<file path="src/rtl/lsu_pkg.sv">
// lsu_pkg: shared definitions for the EX->MEM request path.
// Holds the access-size encoding, op-field widths, the layout of the
// per-request info entry handed to the MEM stage, and the alignment helper.
// Info entry layout (MSB..LSB): {tag[TAG_W], off[OFF_W], info_hdr_t}.
package lsu_pkg;

  localparam int SIZE_W = 2;
  localparam int ADDR_W = 32;

  typedef enum logic [1:0] {
    SZ_B = 2'd0,
    SZ_H = 2'd1,
    SZ_W = 2'd2,
    SZ_D = 2'd3
  } lsu_size_e;

  // Fixed-width part of an info entry; tag and byte offset are appended by
  // the user because their widths depend on module parameters.
  typedef struct packed {
    logic      wr;
    lsu_size_e size;
    logic      sgn;
    logic      ale;
  } info_hdr_t;

  localparam int INFO_HDR_W = $bits(info_hdr_t);

  // True when the low address bits are not a multiple of the access size.
  function automatic logic misaligned(input lsu_size_e size, input logic [2:0] addr_lo);
    logic mis;
    case (size)
      SZ_B:    mis = 1'b0;
      SZ_H:    mis = addr_lo[0];
      SZ_W:    mis = |addr_lo[1:0];
      SZ_D:    mis = |addr_lo[2:0];
      default: mis = 1'b1;
    endcase
    return mis;
  endfunction

endpackage

</file>
<file path="src/rtl/lsu_info_fifo.sv">
// lsu_info_fifo: small FIFO of outstanding-request info entries.
// Each entry carries a WIDTH-bit payload plus a separate cancel bit so that a
// pipeline flush can mark every stored entry cancelled in one cycle.
// Ports:
//   clk, resetn             clock, async active-low reset
//   push, push_data,        write an entry (ignored when full)
//   push_cancel             cancel bit of the written entry
//   pop                     drop the head entry (ignored when empty)
//   cancel_all              set the cancel bit of every stored entry
//   head_data, head_cancel  head entry
//   full, empty, count      occupancy
module lsu_info_fifo #(
  parameter int WIDTH = 8,
  parameter int DEPTH = 2,
  localparam int PTR_W = (DEPTH > 1) ? $clog2(DEPTH) : 1,
  localparam int CNT_W = $clog2(DEPTH + 1)
) (
  input  logic             clk,
  input  logic             resetn,
  input  logic             push,
  input  logic [WIDTH-1:0] push_data,
  input  logic             push_cancel,
  input  logic             pop,
  input  logic             cancel_all,
  output logic [WIDTH-1:0] head_data,
  output logic             head_cancel,
  output logic             full,
  output logic             empty,
  output logic [CNT_W-1:0] count
);

  logic [WIDTH-1:0] mem_r [DEPTH];
  logic [DEPTH-1:0] cancel_r;
  logic [DEPTH-1:0] cancel_nxt_s;
  logic [PTR_W-1:0] wr_ptr_r;
  logic [PTR_W-1:0] rd_ptr_r;
  logic [CNT_W-1:0] count_r;
  logic             do_push_s;
  logic             do_pop_s;

  // Pointer increment that wraps modulo DEPTH.
  function automatic logic [PTR_W-1:0] ptr_inc(input logic [PTR_W-1:0] p);
    logic [PTR_W-1:0] n;
    if (p == PTR_W'(DEPTH - 1)) begin
      n = {PTR_W{1'b0}};
    end else begin
      n = p + PTR_W'(1);
    end
    return n;
  endfunction

  assign full        = (count_r == CNT_W'(DEPTH));
  assign empty       = (count_r == {CNT_W{1'b0}});
  assign count       = count_r;
  assign head_data   = mem_r[rd_ptr_r];
  assign head_cancel = cancel_r[rd_ptr_r];
  assign do_push_s   = push && !full;
  assign do_pop_s    = pop && !empty;

  // Next cancel vector: a flush marks everything, a new entry gets its own bit.
  always_comb begin
    cancel_nxt_s = cancel_r;
    if (cancel_all) begin
      cancel_nxt_s = {DEPTH{1'b1}};
    end else begin
      cancel_nxt_s = cancel_r;
    end
    if (do_push_s) begin
      cancel_nxt_s[wr_ptr_r] = push_cancel || cancel_all;
    end else begin
      cancel_nxt_s[wr_ptr_r] = cancel_nxt_s[wr_ptr_r];
    end
  end

  // Storage, pointers and occupancy count.
  always_ff @(posedge clk or negedge resetn) begin
    if (!resetn) begin
      wr_ptr_r <= {PTR_W{1'b0}};
      rd_ptr_r <= {PTR_W{1'b0}};
      count_r  <= {CNT_W{1'b0}};
      cancel_r <= {DEPTH{1'b0}};
      for (int i = 0; i < DEPTH; i++) begin
        mem_r[i] <= {WIDTH{1'b0}};
      end
    end else begin
      cancel_r <= cancel_nxt_s;
      if (do_push_s) begin
        mem_r[wr_ptr_r] <= push_data;
        wr_ptr_r        <= ptr_inc(wr_ptr_r);
      end
      if (do_pop_s) begin
        rd_ptr_r <= ptr_inc(rd_ptr_r);
      end
      case ({do_push_s, do_pop_s})
        2'b10:   count_r <= count_r + CNT_W'(1);
        2'b01:   count_r <= count_r - CNT_W'(1);
        default: count_r <= count_r;
      endcase
    end
  end

endmodule

</file>
<file path="src/rtl/ex_mem_req.sv">
// ex_mem_req: turns an EX-stage memory op into an SRAM-like request and
// records an info entry per op (in program order) for the MEM stage.
// Misaligned ops issue no request and are recorded with info_ale set.
// Ports:
//   clk, resetn                            clock, async active-low reset
//   in_valid/in_ready, in_wr, in_size,     EX-side op handshake and fields
//   in_signed, in_addr, in_wdata, in_tag
//   flush                                  cancel everything in flight
//   req, req_wr, req_size, req_addr,       memory request, held until addr_ok
//   req_wstrb, req_wdata, addr_ok
//   info_valid/info_ready, info_*          head of the info FIFO
module ex_mem_req
  import lsu_pkg::*;
#(
  parameter int DATA_W = 32,
  parameter int DEPTH  = 2,
  parameter int TAG_W  = 5,
  localparam int STRB_W = DATA_W / 8,
  localparam int OFF_W  = $clog2(STRB_W)
) (
  input  logic              clk,
  input  logic              resetn,
  input  logic              in_valid,
  output logic              in_ready,
  input  logic              in_wr,
  input  logic [SIZE_W-1:0] in_size,
  input  logic              in_signed,
  input  logic [ADDR_W-1:0] in_addr,
  input  logic [DATA_W-1:0] in_wdata,
  input  logic [TAG_W-1:0]  in_tag,
  input  logic              flush,
  output logic              req,
  output logic              req_wr,
  output logic [SIZE_W-1:0] req_size,
  output logic [ADDR_W-1:0] req_addr,
  output logic [STRB_W-1:0] req_wstrb,
  output logic [DATA_W-1:0] req_wdata,
  input  logic              addr_ok,
  output logic              info_valid,
  input  logic              info_ready,
  output logic              info_wr,
  output logic [SIZE_W-1:0] info_size,
  output logic              info_signed,
  output logic [OFF_W-1:0]  info_off,
  output logic [TAG_W-1:0]  info_tag,
  output logic              info_ale,
  output logic              info_cancel
);

  localparam int CNT_W  = $clog2(DEPTH + 1);
  localparam int FIFO_W = TAG_W + OFF_W + INFO_HDR_W;

  localparam logic [0:0] ST_IDLE = 1'b0;
  localparam logic [0:0] ST_REQ  = 1'b1;

  logic [0:0]        state_r;
  logic              req_r;
  logic              req_wr_r;
  logic [SIZE_W-1:0] req_size_r;
  logic [ADDR_W-1:0] req_addr_r;
  logic [STRB_W-1:0] req_wstrb_r;
  logic [DATA_W-1:0] req_wdata_r;
  logic              req_signed_r;
  logic [TAG_W-1:0]  req_tag_r;
  logic              cancel_pend_r;

  logic              in_ready_s;
  logic              accept_s;
  logic              mis_s;
  logic [STRB_W-1:0] lane_ones_s;
  logic [STRB_W-1:0] wstrb_s;
  logic [DATA_W-1:0] wdata_s;
  logic              push_s;
  logic              push_cancel_s;
  info_hdr_t         push_hdr_s;
  logic [OFF_W-1:0]  push_off_s;
  logic [TAG_W-1:0]  push_tag_s;
  logic [FIFO_W-1:0] push_data_s;
  logic              pop_s;
  logic [FIFO_W-1:0] head_data_s;
  info_hdr_t         head_hdr_s;
  logic              head_cancel_s;
  logic              full_s;
  logic              empty_s;
  logic [CNT_W-1:0]  count_s;

  assign in_ready_s = (state_r == ST_IDLE) && (count_s < CNT_W'(DEPTH)) && !flush;
  assign accept_s   = in_valid && in_ready_s;
  // A doubleword cannot be carried on a 32-bit bus, so it is treated as misaligned.
  assign mis_s      = misaligned(lsu_size_e'(in_size), in_addr[2:0]) ||
                      ((DATA_W == 32) && (in_size == 2'd3));

  // Byte strobes and lane replication of the store data.
  always_comb begin
    lane_ones_s = {STRB_W{1'b0}};
    wdata_s     = {DATA_W{1'b0}};
    for (int i = 0; i < STRB_W; i++) begin
      lane_ones_s[i]     = (i < (32'sd1 << in_size));
      wdata_s[8*i +: 8]  = in_wdata[8*(i % (32'sd1 << in_size)) +: 8];
    end
    if (in_wr) begin
      wstrb_s = lane_ones_s << in_addr[OFF_W-1:0];
    end else begin
      wstrb_s = {STRB_W{1'b0}};
    end
  end

  // Info entry source: the held request when completing, else the incoming misaligned op.
  always_comb begin
    push_hdr_s = '0;
    push_off_s = {OFF_W{1'b0}};
    push_tag_s = {TAG_W{1'b0}};
    if (state_r == ST_REQ) begin
      push_hdr_s.wr   = req_wr_r;
      push_hdr_s.size = lsu_size_e'(req_size_r);
      push_hdr_s.sgn  = req_signed_r;
      push_hdr_s.ale  = 1'b0;
      push_off_s      = req_addr_r[OFF_W-1:0];
      push_tag_s      = req_tag_r;
    end else begin
      push_hdr_s.wr   = in_wr;
      push_hdr_s.size = lsu_size_e'(in_size);
      push_hdr_s.sgn  = in_signed;
      push_hdr_s.ale  = 1'b1;
      push_off_s      = in_addr[OFF_W-1:0];
      push_tag_s      = in_tag;
    end
  end

  assign push_s        = ((accept_s && mis_s) || ((state_r == ST_REQ) && addr_ok)) && !full_s;
  // A request already on the bus cannot be withdrawn; its entry inherits the flush.
  assign push_cancel_s = flush || ((state_r == ST_REQ) && cancel_pend_r);
  assign push_data_s   = {push_tag_s, push_off_s, push_hdr_s};
  assign pop_s         = !empty_s && info_ready;

  lsu_info_fifo #(
    .WIDTH (FIFO_W),
    .DEPTH (DEPTH)
  ) u_info_fifo (
    .clk         (clk),
    .resetn      (resetn),
    .push        (push_s),
    .push_data   (push_data_s),
    .push_cancel (push_cancel_s),
    .pop         (pop_s),
    .cancel_all  (flush),
    .head_data   (head_data_s),
    .head_cancel (head_cancel_s),
    .full        (full_s),
    .empty       (empty_s),
    .count       (count_s)
  );

  // Request FSM: latch an aligned op, hold it until the memory takes it.
  always_ff @(posedge clk or negedge resetn) begin
    if (!resetn) begin
      state_r       <= ST_IDLE;
      req_r         <= 1'b0;
      req_wr_r      <= 1'b0;
      req_size_r    <= 2'd0;
      req_addr_r    <= 32'd0;
      req_wstrb_r   <= {STRB_W{1'b0}};
      req_wdata_r   <= {DATA_W{1'b0}};
      req_signed_r  <= 1'b0;
      req_tag_r     <= {TAG_W{1'b0}};
      cancel_pend_r <= 1'b0;
    end else begin
      case (state_r)
        ST_IDLE: begin
          if (accept_s && !mis_s) begin
            state_r       <= ST_REQ;
            req_r         <= 1'b1;
            req_wr_r      <= in_wr;
            req_size_r    <= in_size;
            req_addr_r    <= in_addr;
            req_wstrb_r   <= wstrb_s;
            req_wdata_r   <= wdata_s;
            req_signed_r  <= in_signed;
            req_tag_r     <= in_tag;
            cancel_pend_r <= 1'b0;
          end
        end
        ST_REQ: begin
          if (addr_ok) begin
            state_r       <= ST_IDLE;
            req_r         <= 1'b0;
            cancel_pend_r <= 1'b0;
          end else if (flush) begin
            cancel_pend_r <= 1'b1;
          end
        end
        default: begin
          state_r       <= ST_IDLE;
          req_r         <= 1'b0;
          cancel_pend_r <= 1'b0;
        end
      endcase
    end
  end

  assign in_ready    = in_ready_s;
  assign req         = req_r;
  assign req_wr      = req_wr_r;
  assign req_size    = req_size_r;
  assign req_addr    = req_addr_r;
  assign req_wstrb   = req_wstrb_r;
  assign req_wdata   = req_wdata_r;

  assign head_hdr_s  = head_data_s[INFO_HDR_W-1:0];
  assign info_valid  = !empty_s;
  assign info_wr     = head_hdr_s.wr;
  assign info_size   = head_hdr_s.size;
  assign info_signed = head_hdr_s.sgn;
  assign info_ale    = head_hdr_s.ale;
  assign info_off    = head_data_s[INFO_HDR_W +: OFF_W];
  assign info_tag    = head_data_s[INFO_HDR_W + OFF_W +: TAG_W];
  // An entry popped in the same cycle as a flush is presented as cancelled.
  assign info_cancel = (head_cancel_s || flush) && !empty_s;

endmodule

</file>
<file path="config.mk">
export PLATFORM = sky130hd
export DESIGN_NAME = ex_mem_req
export DESIGN_NICKNAME = d
export VERILOG_FILES = /design/src/rtl/lsu_pkg.sv /design/src/rtl/lsu_info_fifo.sv /design/src/rtl/ex_mem_req.sv
export SDC_FILE = /design/constraint.sdc
export NUM_CORES = 1
export LEC_CHECK = 0
export CORE_MARGIN = 5
export CORE_UTILIZATION = 30
export DETAILED_ROUTE_END_ITERATION = 6
export GPL_TIMING_DRIVEN = 0
export MAX_ROUTING_LAYER = met4
export PLACE_DENSITY_LB_ADDON = 0.3
export SLEW_MARGIN = 20
export SYNTH_ARGS = -nofsm -noshare
export SYNTH_HDL_FRONTEND = slang
export SYNTH_SLANG_ARGS = --single-unit
</file>
<file path="constraint.sdc">
create_clock -name clk -period 2.73 [get_ports clk]
set_input_delay 0.273 -clock clk [delete_from_list [all_inputs] [get_ports clk]]
set_output_delay 0.273 -clock clk [all_outputs]
set_load 0.005 [all_outputs]
</file>
==> results.sh, run 1 <==
export IMPL_status="finished, violations left"
export IMPL_violations="setup timing"
export IMPL_ys_types=96
export IMPL_drive_gt1_share_pct=27.78
export IMPL_first_iter_violations=816
export IMPL_die_y_microns=168.2
export IMPL_final_common_cell="nand2_1"
export IMPL_end_kind="register"
export IMPL_max_clock_path_buffers=2
export IMPL_slew_headroom_pct=22.17
export IMPL_grt_usage_pct=19.36
export IMPL_syn2layout_area_growth_pct=55.87
export IMPL_p_per_area_nw_per_um2=748.3
export IMPL_r2r_end="req_wdata[25]$_DFFE_PN0P_"
export IMPL_cts_sinks=110
export IMPL_path_clk_slew_ps=70
export IMPL_nFillCells=2322
export IMPL_critPathArrivalTime_ps=4720
export IMPL_dpl_cell_area_sq_um=9839
export IMPL_p_seq_share_pct=31.9
export IMPL_r2r_start="state_r$_DFF_PN0_"
export IMPL_maxCapViolations=0
export IMPL_synth_edf_count=0
export IMPL_clock_skew_ps=12.07
export IMPL_post_route_period_util_pct=163.9
export IMPL_final_cells=1471
export IMPL_rsz0062_at_grt="yes"
export IMPL_leakage_nw=4.750
export IMPL_crit_path_max_fanout=8
export IMPL_wl_per_cell_microns=18.83
export IMPL_antenna_left=0
export IMPL_fp_coreArea_sq_um=24890
export IMPL_viasPerCell=5.381
export IMPL_io_buffer_count=164
export IMPL_cts_root_buf="clkbuf_16"
export IMPL_synth_seq_area_share_pct=36.65
export IMPL_clock_latency_ps=350
export IMPL_hold_ws_ps=355.1
export IMPL_ir_worst_vdd_mv=0.3528
export IMPL_antenna_found_initial=0
export IMPL_r2r_setup_slack_ps=250
export IMPL_p_sw_share_pct=36.29
export IMPL_htreeDepth=3
export IMPL_placed_cells_incl_taps=1370
export IMPL_syn_area_per_cell_sq_um=8.584
export IMPL_timing_hold_violations_final=0
export IMPL_start_util_pct=30.17
export IMPL_post_synth_inst_count=875
export IMPL_cts_buffers=9
export IMPL_crit_path_start="in_size[1]"
export IMPL_power_share_clock_pct=16.2
export IMPL_ys_async_sr_fraction_pct=100.0
export IMPL_die_x_microns=168.2
export IMPL_die_area_sq_um=28300
export IMPL_dp_slack_ps=-3804
export IMPL_p_int_mw=5.581
export IMPL_pin_count=166
export IMPL_overflow=0
export IMPL_critical_path_class="in -> reg"
export IMPL_grt_pass1_vias=7663
export IMPL_antenna_cells=0
export IMPL_drc_errors=0
export IMPL_final_net_count=1231
export IMPL_rows=58
export IMPL_dr_pass1_iters=5
export IMPL_setup_slack_ps=-1745
export IMPL_finalSetupViolations=32
export IMPL_grt_pass1_wl_microns=43260
export IMPL_num_vias=7915
export IMPL_min_from="in_addr[0]"
export IMPL_synth_seq_cells=110
export IMPL_synth_main_ff_cell="dfrtp_1"
export IMPL_cts_tree="yes"
export IMPL_fmax_mhz=223.4
export IMPL_routed_wl_microns=27700
export IMPL_final_max_slew_violation_count=0
export IMPL_hold_class="in -> reg"
export IMPL_synthesis_nets=970
export IMPL_grt_max_degree=73
export IMPL_final_util_pct=47.03
export IMPL_ys_warn_count=0
export IMPL_combinationalPowerShare_pct=51.9
export IMPL_r2r_cells=7
export IMPL_required_ps=2970
export IMPL_syn_area_sq_um=7511
export IMPL_cp_endpoint="req_wdata[7]$_DFFE_PN0P_"
export IMPL_start_kind="primary input"
export IMPL_setup_tns_ps=-52200
export IMPL_dp_final_hpwl_microns=19770
export IMPL_final_area_sq_um=11710
export IMPL_period_needed_ps=4475
export IMPL_worstMarginPinSlew_ps=1167
export IMPL_place_congestion=0.9581
export IMPL_final_cell_mix="nand2_1 (187), clkdlybuf4s50_1 (161), dfrtp_1 (110), buf_4 (79), nor2_1 (59)"
export IMPL_p_total_mw=8.761
export IMPL_p_sw_mw=3.180
-- worst max-delay path, stage by stage --
cell	delay, ps
buf_12	110
clkbuf_16	150
inv_12	70
ha_4	160
inv_4	50
ha_4	180
buf_6	140
and3b_1	190
o211ai_2	280
nand3_4	210
o21ai_4	230
o31ai_4	140
nor3_4	260
mux2_4	330
mux2_4	330
or4_4	500
a21oi_2	150
nor2_1	50
or4b_1	500
a211o_1	240
o21a_1	160
-- sequential cells by signal (all words and copies together) (netlist names) --
name and count:
req_addr 32, req 1, req_signed_r 1, req_wdata 32, u_info_fifo.rd_ptr_r 1, req_size 2, req_wstrb 4, req_wr 1
cancel_pend_r 1, u_info_fifo.wr_ptr_r 1, state_r 1, req_tag_r 5, u_info_fifo.count 2, u_info_fifo.cancel_r 2, u_info_fifo.mem_r 24
-- area by class of cell --
class / count / area [sq um] / share of cell area (%)
tap: 330 / 412.9 / 3.527
timing repair buffer: 255 / 2419 / 20.66
multi-input combinational: 696 / 5368 / 45.85
clock buffer: 10 / 239.0 / 2.041
buffer: 48 / 310.3 / 2.650
clock inverter: 6 / 83.83 / 0.7160
sequential: 110 / 2753 / 23.51
inverter: 16 / 122.6 / 1.047
-- synthesized netlist by cell type, types with 8 or more instances --
| library cell | n | area, sq um |
|---|---|---|
| a211oi_1 | 14 | 105.1 |
| a21o_1 | 10 | 75.07 |
| a21oi_1 | 59 | 295.3 |
| buf_1 | 9 | 33.78 |
| buf_2 | 11 | 55.05 |
| clkbuf_1 | 30 | 112.6 |
| dfrtp_1 | 110 | 2753 |
| ha_1 | 16 | 200.2 |
| inv_1 | 14 | 52.55 |
| mux2_2 | 23 | 259.0 |
| mux2i_1 | 35 | 350.3 |
| nand2_1 | 187 | 701.9 |
| nand3_1 | 16 | 80.08 |
| nand4_1 | 11 | 68.82 |
| nor2_1 | 67 | 251.5 |
| nor2b_1 | 10 | 62.56 |
| nor3_1 | 15 | 75.07 |
| nor3b_1 | 8 | 60.06 |
| o21a_1 | 10 | 75.07 |
| o21ai_0 | 28 | 140.1 |
| o31ai_1 | 25 | 187.7 |
-- metal layers --
metal	track usage [%]	up-vias	part of all wire, %
li1	-	3718	-
met1	26.49	3911	45
met2	30.63	250	47
met3	2.818	36	5.6
met4	4.270	0	1.8
met5	-	-	0
-- logic make-up (layout without fill, tap and decap cells) --
| kind of cell | Yosys count | count (layout) | synth area share (%) |
|---|---|---|---|
| AO/OA/AOI/OAI | 251 | 251 | 25.04 |
| XOR/XNOR | 6 | 6 | 0.6998 |
| adder cells (fa/ha/maj) | 17 | 17 | 2.815 |
| buffers and inverters | 69 | 335 | 3.831 |
| flip-flops | 110 | 110 | 36.65 |
| multiplexers | 62 | 62 | 8.862 |
| AND/OR/NAND/NOR | 360 | 360 | 22.11 |
-- power groups by stage --
stage,clock network [mW],logic [mW],registers [mW]
finish,1.42,4.55,2.79
global route,1.53,4.92,2.90
CTS,1.48,4.29,2.78
detailed placement,0,3.90,2.81
global placement,0,3.88,2.79
floorplan,0,1.88,2.79
-- how the worst min path moves through the flow --
stage,cells past startpoint,to,slack [ps]
floorplan,0,cancel_pend_r$_DFFE_PN0P_,-20
global placement,2,req_wstrb[3]$_DFFE_PN0P_,460
detailed placement,1,req_wdata[9]$_DFFE_PN0P_,210
CTS,3,req_addr[0]$_DFFE_PN0P_,320
global route,3,req_addr[0]$_DFFE_PN0P_,390
finish,3,req_addr[0]$_DFFE_PN0P_,360
-- timing repair --
action	CTS	global route
pin swaps	68	49
resized for setup	118	87
gates cloned	0	1
hold buffers	1	0
buffers inserted	72	16
setup endpoints to repair	109	100
endpoints found under the hold margin	38	0
(Power assumes the default switching activity.)
==> inputs of run 2 (changes only) <==
- CORE_ASPECT_RATIO: not set -> 0.5
==> run 2 against run 1 <==
  * The flow still finishes with violations (setup timing)
  * Non-clock buffer count shrank 6
  * Utilization grew 0.85 points
  * Sequential cell count is the same
  * First-iteration DRC count shrank 32%
  * Count of clock-buffer cells in the layout shrank 1
  * Highest routed layer unchanged
  * Power grew 0.22%
  * Via count grew 1.8%
  * Wire length grew 4.1%
  * Sequential share of layout area grew 0.12 points
  * Largest cell class unchanged
  * Final cell count grew 0.14%
  * Combinational power grew 1%
  * Global-route usage grew 0.65 points
==> results.sh, run 2 (synthesis gave the netlist of run 1 again) <==
export IMPL_htreeDepth=3
export IMPL_cts_buffers=9
export IMPL_p_total_mw=8.780
export IMPL_critPathArrivalTime_ps=4840
export IMPL_p_sw_share_pct=37.04
export IMPL_hold_class="in -> reg"
export IMPL_p_sw_mw=3.252
export IMPL_slew_headroom_pct=19.63
export IMPL_syn2layout_area_growth_pct=55.06
export IMPL_post_route_period_util_pct=168.1
export IMPL_clock_skew_ps=5.980
export IMPL_dp_final_hpwl_microns=20270
export IMPL_finalSetupViolations=32
export IMPL_grt_usage_pct=20.01
export IMPL_required_ps=2980
export IMPL_viasPerCell=5.470
export IMPL_die_area_sq_um=28490
export IMPL_final_util_pct=47.88
export IMPL_final_max_slew_violation_count=0
export IMPL_io_buffer_count=164
export IMPL_critical_path_class="in -> reg"
export IMPL_p_seq_share_pct=32.0
export IMPL_rows=40
export IMPL_slowest_delay_ps=480
export IMPL_cts_sinks=110
export IMPL_fp_coreArea_sq_um=24320
export IMPL_dpl_cell_area_sq_um=9847
export IMPL_wl_met1_microns=11790
export IMPL_highest_layer="met4"
export IMPL_hold_ws_ps=266.1
export IMPL_combinationalPowerShare_pct=52.5
export IMPL_start_util_pct=30.88
export IMPL_crit_chain="buf_12 -> clkbuf_16 -> inv_12 -> ha_4 -> inv_8 -> ha_4 -> buf_8 -> o2111ai_4 -> or3_4 -> and3_4 -> o211ai_1 -> nand3_4 -> buf_4 -> or3_4 -> a21oi_2 -> o22ai_2 -> a2bb2oi_2 -> or3_1 -> a31oi_1 -> o211ai_1 -> or4b_1 -> a211o_1 -> o21a_1"
export IMPL_grt_max_degree=75
export IMPL_max_clock_path_buffers=2
export IMPL_r2r_end="req_wdata[7]$_DFFE_PN0P_"
export IMPL_first_iter_violations=551
export IMPL_cts_tree="yes"
export IMPL_worstMarginPinSlew_ps=1206
export IMPL_clock_latency_ps=360
export IMPL_grt_pass1_wl_microns=44610
export IMPL_timing_hold_violations_final=0
export IMPL_status="finished, violations left"
export IMPL_drive_gt1_share_pct=26.78
export IMPL_final_cell_mix="nand2_1 (185), clkdlybuf4s50_1 (161), dfrtp_1 (110), buf_4 (80), nor2_1 (59)"
export IMPL_die_y_microns=121.9
export IMPL_dr_pass1_iters=5
export IMPL_drc_errors=0
export IMPL_p_int_mw=5.528
export IMPL_crit_path_start="in_size[1]"
export IMPL_maxCapViolations=0
export IMPL_violations="setup timing"
export IMPL_leakage_nw=4.706
export IMPL_antenna_left=0
export IMPL_cp_slowest_cell="or4b_1"
export IMPL_routed_wl_microns=28830
export IMPL_wl_met2_microns=14760
export IMPL_place_congestion=0.9162
export IMPL_final_area_sq_um=11650
export IMPL_die_x_microns=233.8
export IMPL_cp_endpoint="req_wdata[7]$_DFFE_PN0P_"
export IMPL_rsz0062_at_grt="yes"
export IMPL_setup_tns_ps=-54100
export IMPL_grt_pass1_vias=8128
export IMPL_pin_count=166
export IMPL_r2r_cells=7
export IMPL_setup_slack_ps=-1860
export IMPL_crit_path_max_fanout=5
export IMPL_cts_root_buf="clkbuf_16"
export IMPL_ir_worst_vdd_mv=0.3756
export IMPL_final_net_count=1225
export IMPL_power_share_clock_pct=15.6
export IMPL_r2r_start="state_r$_DFF_PN0_"
export IMPL_p_per_area_nw_per_um2=753.9
export IMPL_antenna_found_initial=2
export IMPL_num_vias=8057
export IMPL_wl_per_cell_microns=19.57
export IMPL_end_kind="register"
export IMPL_fmax_mhz=217.8
export IMPL_period_needed_ps=4590
export IMPL_r2r_setup_slack_ps=160
export IMPL_path_clk_slew_ps=70
export IMPL_wl_met3_microns=1413
export IMPL_final_common_cell="nand2_1"
export IMPL_overflow=0
export IMPL_start_kind="primary input"
==> run 2: metrics by stage <==
stage / setup WS, ps / cells
final: -1860 / 1473
after global routing: -2030 / 1473
after CTS: -1787 / 1469
after detailed placement: -3588 / 1376
after global placement: -3666 / 1375
after floorplan: -1946 / 875
==> run 2: routing by layer <==
metal  GRT usage, %  up-vias
met5              -        -
met4          6.486        0
met3          2.795       62
met2          34.55      300
met1          24.40     3991
li1               -     3704
==> run 2: worst min path at each step <==
| stage | from | to | slack, ps | depth (start not counted) |
|---|---|---|---|---|
| after global routing | in_size[0] | req_size[0]$_DFFE_PN0P_ | 280 | 3 |
| after floorplan | resetn | cancel_pend_r$_DFFE_PN0P_ | -20 | 0 |
| after global placement | req_addr[8]$_DFFE_PN0P_ | req_addr[8]$_DFFE_PN0P_ | 460 | 2 |
| after CTS | in_size[0] | req_size[0]$_DFFE_PN0P_ | 260 | 3 |
| final | in_size[0] | req_size[0]$_DFFE_PN0P_ | 270 | 3 |
| after detailed placement | resetn | req_addr[12]$_DFFE_PN0P_ | 210 | 1 |
==> run 2: what timing repair did <==
action                                  CTS  global route
pin swaps                                66            36
hold endpoints to repair                 36             0
resized for setup                       133            63
buffers inserted                         79             7
endpoints found under the setup margin  108            78
hold buffers                              1             0
==> run 2: worst max-delay path, delay by kind of cell <==
family	cells	cell delay, ps
AO/OA/AOI/OAI	9	1490
AND/OR/NAND/NOR	6	1930
adder cells (fa/ha/maj)	2	460
buffers and inverters	6	660
==> run 2: power groups by stage <==
stage,logic (mW),clock network (mW),registers [mW]
global placement,3.92,0,2.80
floorplan,1.88,0,2.79
detailed placement,3.96,0,2.82
CTS,4.41,1.40,2.80
global route,4.95,1.45,2.91
finish,4.61,1.37,2.81
==> run 2: final cells by class <==
class	instances	area, sq um
fillers	2296	12680
multi-input cells	696	5378
flip-flops and latches	110	2753
repair buffers	252	2390
well taps	336	420.4
plain buffers	45	279.0
clock buffers	9	225.2
inverters	16	113.9
clock inverters	7	82.58
diodes	2	5.005
==> inputs of run 3 (changes only) <==
- CORE_UTILIZATION: 30 -> 52
- GPL_TIMING_DRIVEN: 0 -> not set
==> run 3 against run 2 <==
  * The flow still finishes with violations (setup timing)
  * Via count increased by 10%
  * First-iteration DRC count increased by 60%
  * Clock skew about the same
  * Final cell count decreased by 3.9%
  * Sequential cell count unchanged
  * Hold slack improved by 100 ps
  * Die area decreased by 40%
  * Power increased by 3.2%
  * Combinational power increased by 6.5%
  * Critical endpoint is now req_wdata[8]$_DFFE_PN0P_
  * Highest routed layer unchanged
==> results.sh, run 3 (synthesis gave the netlist of run 1 again) <==
export IMPL_status="finished, violations left"
export IMPL_violations="setup timing"
export IMPL_maxCapViolations=0
export IMPL_drc_errors=0
export IMPL_fp_coreArea_sq_um=14310
export IMPL_critical_path_class="in -> reg"
export IMPL_p_total_mw=9.056
export IMPL_grt_pass1_wl_microns=43150
export IMPL_r2r_start="u_info_fifo.count[1]$_DFFE_PN0P_"
export IMPL_p_sw_mw=3.392
export IMPL_period_needed_ps=4587
export IMPL_grt_pass1_vias=8623
export IMPL_p_per_area_nw_per_um2=747.1
export IMPL_critPathArrivalTime_ps=4820
export IMPL_cts_buffers=9
export IMPL_cts_root_buf="clkbuf_16"
export IMPL_final_util_pct=84.70
export IMPL_p_sw_share_pct=37.45
export IMPL_start_kind="primary input"
export IMPL_cts_tree="yes"
export IMPL_die_area_sq_um=17090
export IMPL_routed_wl_microns=30570
export IMPL_grt_max_degree=53
export IMPL_rsz0062_at_grt="yes"
export IMPL_final_cells=1416
export IMPL_drive_gt1_share_pct=33.99
export IMPL_hold_class="in -> reg"
export IMPL_final_area_sq_um=12120
export IMPL_fmax_mhz=218.0
export IMPL_overflow=0
export IMPL_die_x_microns=180.0
export IMPL_placed_cells_incl_taps=1355
export IMPL_antenna_cells=0
export IMPL_slowest_delay_ps=380
export IMPL_dp_final_hpwl_microns=19790
export IMPL_antenna_left=0
export IMPL_p_int_mw=5.664
export IMPL_nFillCells=741
export IMPL_path_clk_slew_ps=80
export IMPL_max_clock_path_buffers=2
export IMPL_final_net_count=1308
export IMPL_rows=31
export IMPL_final_max_slew_violation_count=0
export IMPL_cp_slowest_cell="o41ai_2"
export IMPL_power_share_clock_pct=14.5
export IMPL_finalSetupViolations=32
export IMPL_first_iter_violations=884
export IMPL_ir_worst_vdd_mv=0.3501
export IMPL_dr_pass1_iters=6
export IMPL_pin_count=166
export IMPL_grt_usage_pct=31.86
export IMPL_required_ps=2960
export IMPL_die_y_microns=94.99
export IMPL_syn2layout_area_growth_pct=61.40
export IMPL_num_vias=8870
export IMPL_place_congestion=0.9384
export IMPL_antenna_found_initial=0
export IMPL_setup_slack_ps=-1857
export IMPL_wl_per_cell_microns=21.59
export IMPL_crit_path_start="in_size[1]"
export IMPL_timing_hold_violations_final=0
export IMPL_leakage_nw=5.175
export IMPL_viasPerCell=6.264
export IMPL_end_kind="register"
export IMPL_clock_latency_ps=350
export IMPL_min_from="in_size[0]"
export IMPL_final_common_cell="buf_4"
export IMPL_dpl_cell_area_sq_um=10660
export IMPL_clock_skew_ps=5.551
export IMPL_htreeDepth=3
export IMPL_post_route_period_util_pct=168.0
export IMPL_crit_path_max_fanout=8
export IMPL_combinationalPowerShare_pct=54.2
export IMPL_hold_ws_ps=368.5
export IMPL_worstMarginPinSlew_ps=971.7
export IMPL_crit_path_frequent_cell="buf_4"
export IMPL_cts_sinks=110
export IMPL_io_buffer_count=165
export IMPL_final_cell_mix="buf_4 (192), nand2_1 (185), clkdlybuf4s50_1 (162), dfrtp_1 (110), nor2_1 (57)"
export IMPL_p_seq_share_pct=31.4
export IMPL_start_util_pct=52.48
export IMPL_slew_headroom_pct=33.37
[run 3: area by class of cell]
type / instances / area [sq um] / area share [%]
flip-flops and latches: 110 / 2753 / 22.71
clock inverters: 6 / 60.06 / 0.4954
well taps: 198 / 247.7 / 2.044
inverters: 16 / 96.34 / 0.7947
multi-input cells: 697 / 5373 / 44.32
clock buffers: 10 / 229.0 / 1.889
repair buffers: 379 / 3364 / 27.75
[run 3: path summary, 6_finish.rpt]
path	end	slack, ps	cells past startpoint
worst min register to register	req_addr[15]$_DFFE_PN0P_	480	2
min in group asynchronous	req_wdata[27]$_DFFE_PN0P_	530	2
max in group asynchronous	u_info_fifo.count[0]$_DFFE_PN0P_	1290	3
worst min-delay path	req_size[0]$_DFFE_PN0P_	370	4
worst max register to register	u_info_fifo.cancel_r[0]$_DFF_PN0_	560	8
worst max-delay path	req_wdata[8]$_DFFE_PN0P_	-1860	28
[run 3: critical path, delay by kind of cell]
| family | cells | cell delay, ps |
|---|---|---|
| adders and majority gates | 2 | 320 |
| buffers and inverters | 13 | 1680 |
| and+or+nand+nor | 5 | 1040 |
| AOI/OAI and AO/OA | 8 | 1470 |
[run 3: repair_timing]
item / CTS / global route
setup buffers: 25 / 21
pin swaps: 65 / 51
endpoints found under the setup margin: 75 / 32
resized for setup: 89 / 81
hold buffers: 1 / 0
endpoints found under the hold margin: 50 / 0
gates cloned: 1 / 0
[run 3: through the flow]
step | setup TNS [ps] | setup slack [ps]
6_report | -56440 | -1857
5_1_grt | -60460 | -1963
4_1_cts | -48000 | -1723
3_5_place_dp | -108250 | -2760
3_3_place_gp | -98170 | -2631
2_1_floorplan | -54590 | -1946
[run 3: routing by layer]
| metal | vias up | track usage (%) | wire length [microns] |
|---|---|---|---|
| met4 | 0 | 13.43 | 1819 |
| met1 | 4261 | 36.40 | 11250 |
| met2 | 558 | 56.80 | 15150 |
| met3 | 184 | 5.194 | 2343 |
| met5 | - | - | 0 |
| li1 | 3867 | - | - |
[run 3: power groups by stage]
stage	combinational (mW)	sequential, mW	clock [mW]
floorplan	1.88	2.79	0
global placement	4.09	2.80	0
detailed placement	4.20	2.85	0
CTS	4.49	2.82	1.30
global route	5.21	2.92	1.39
finish	4.91	2.84	1.31
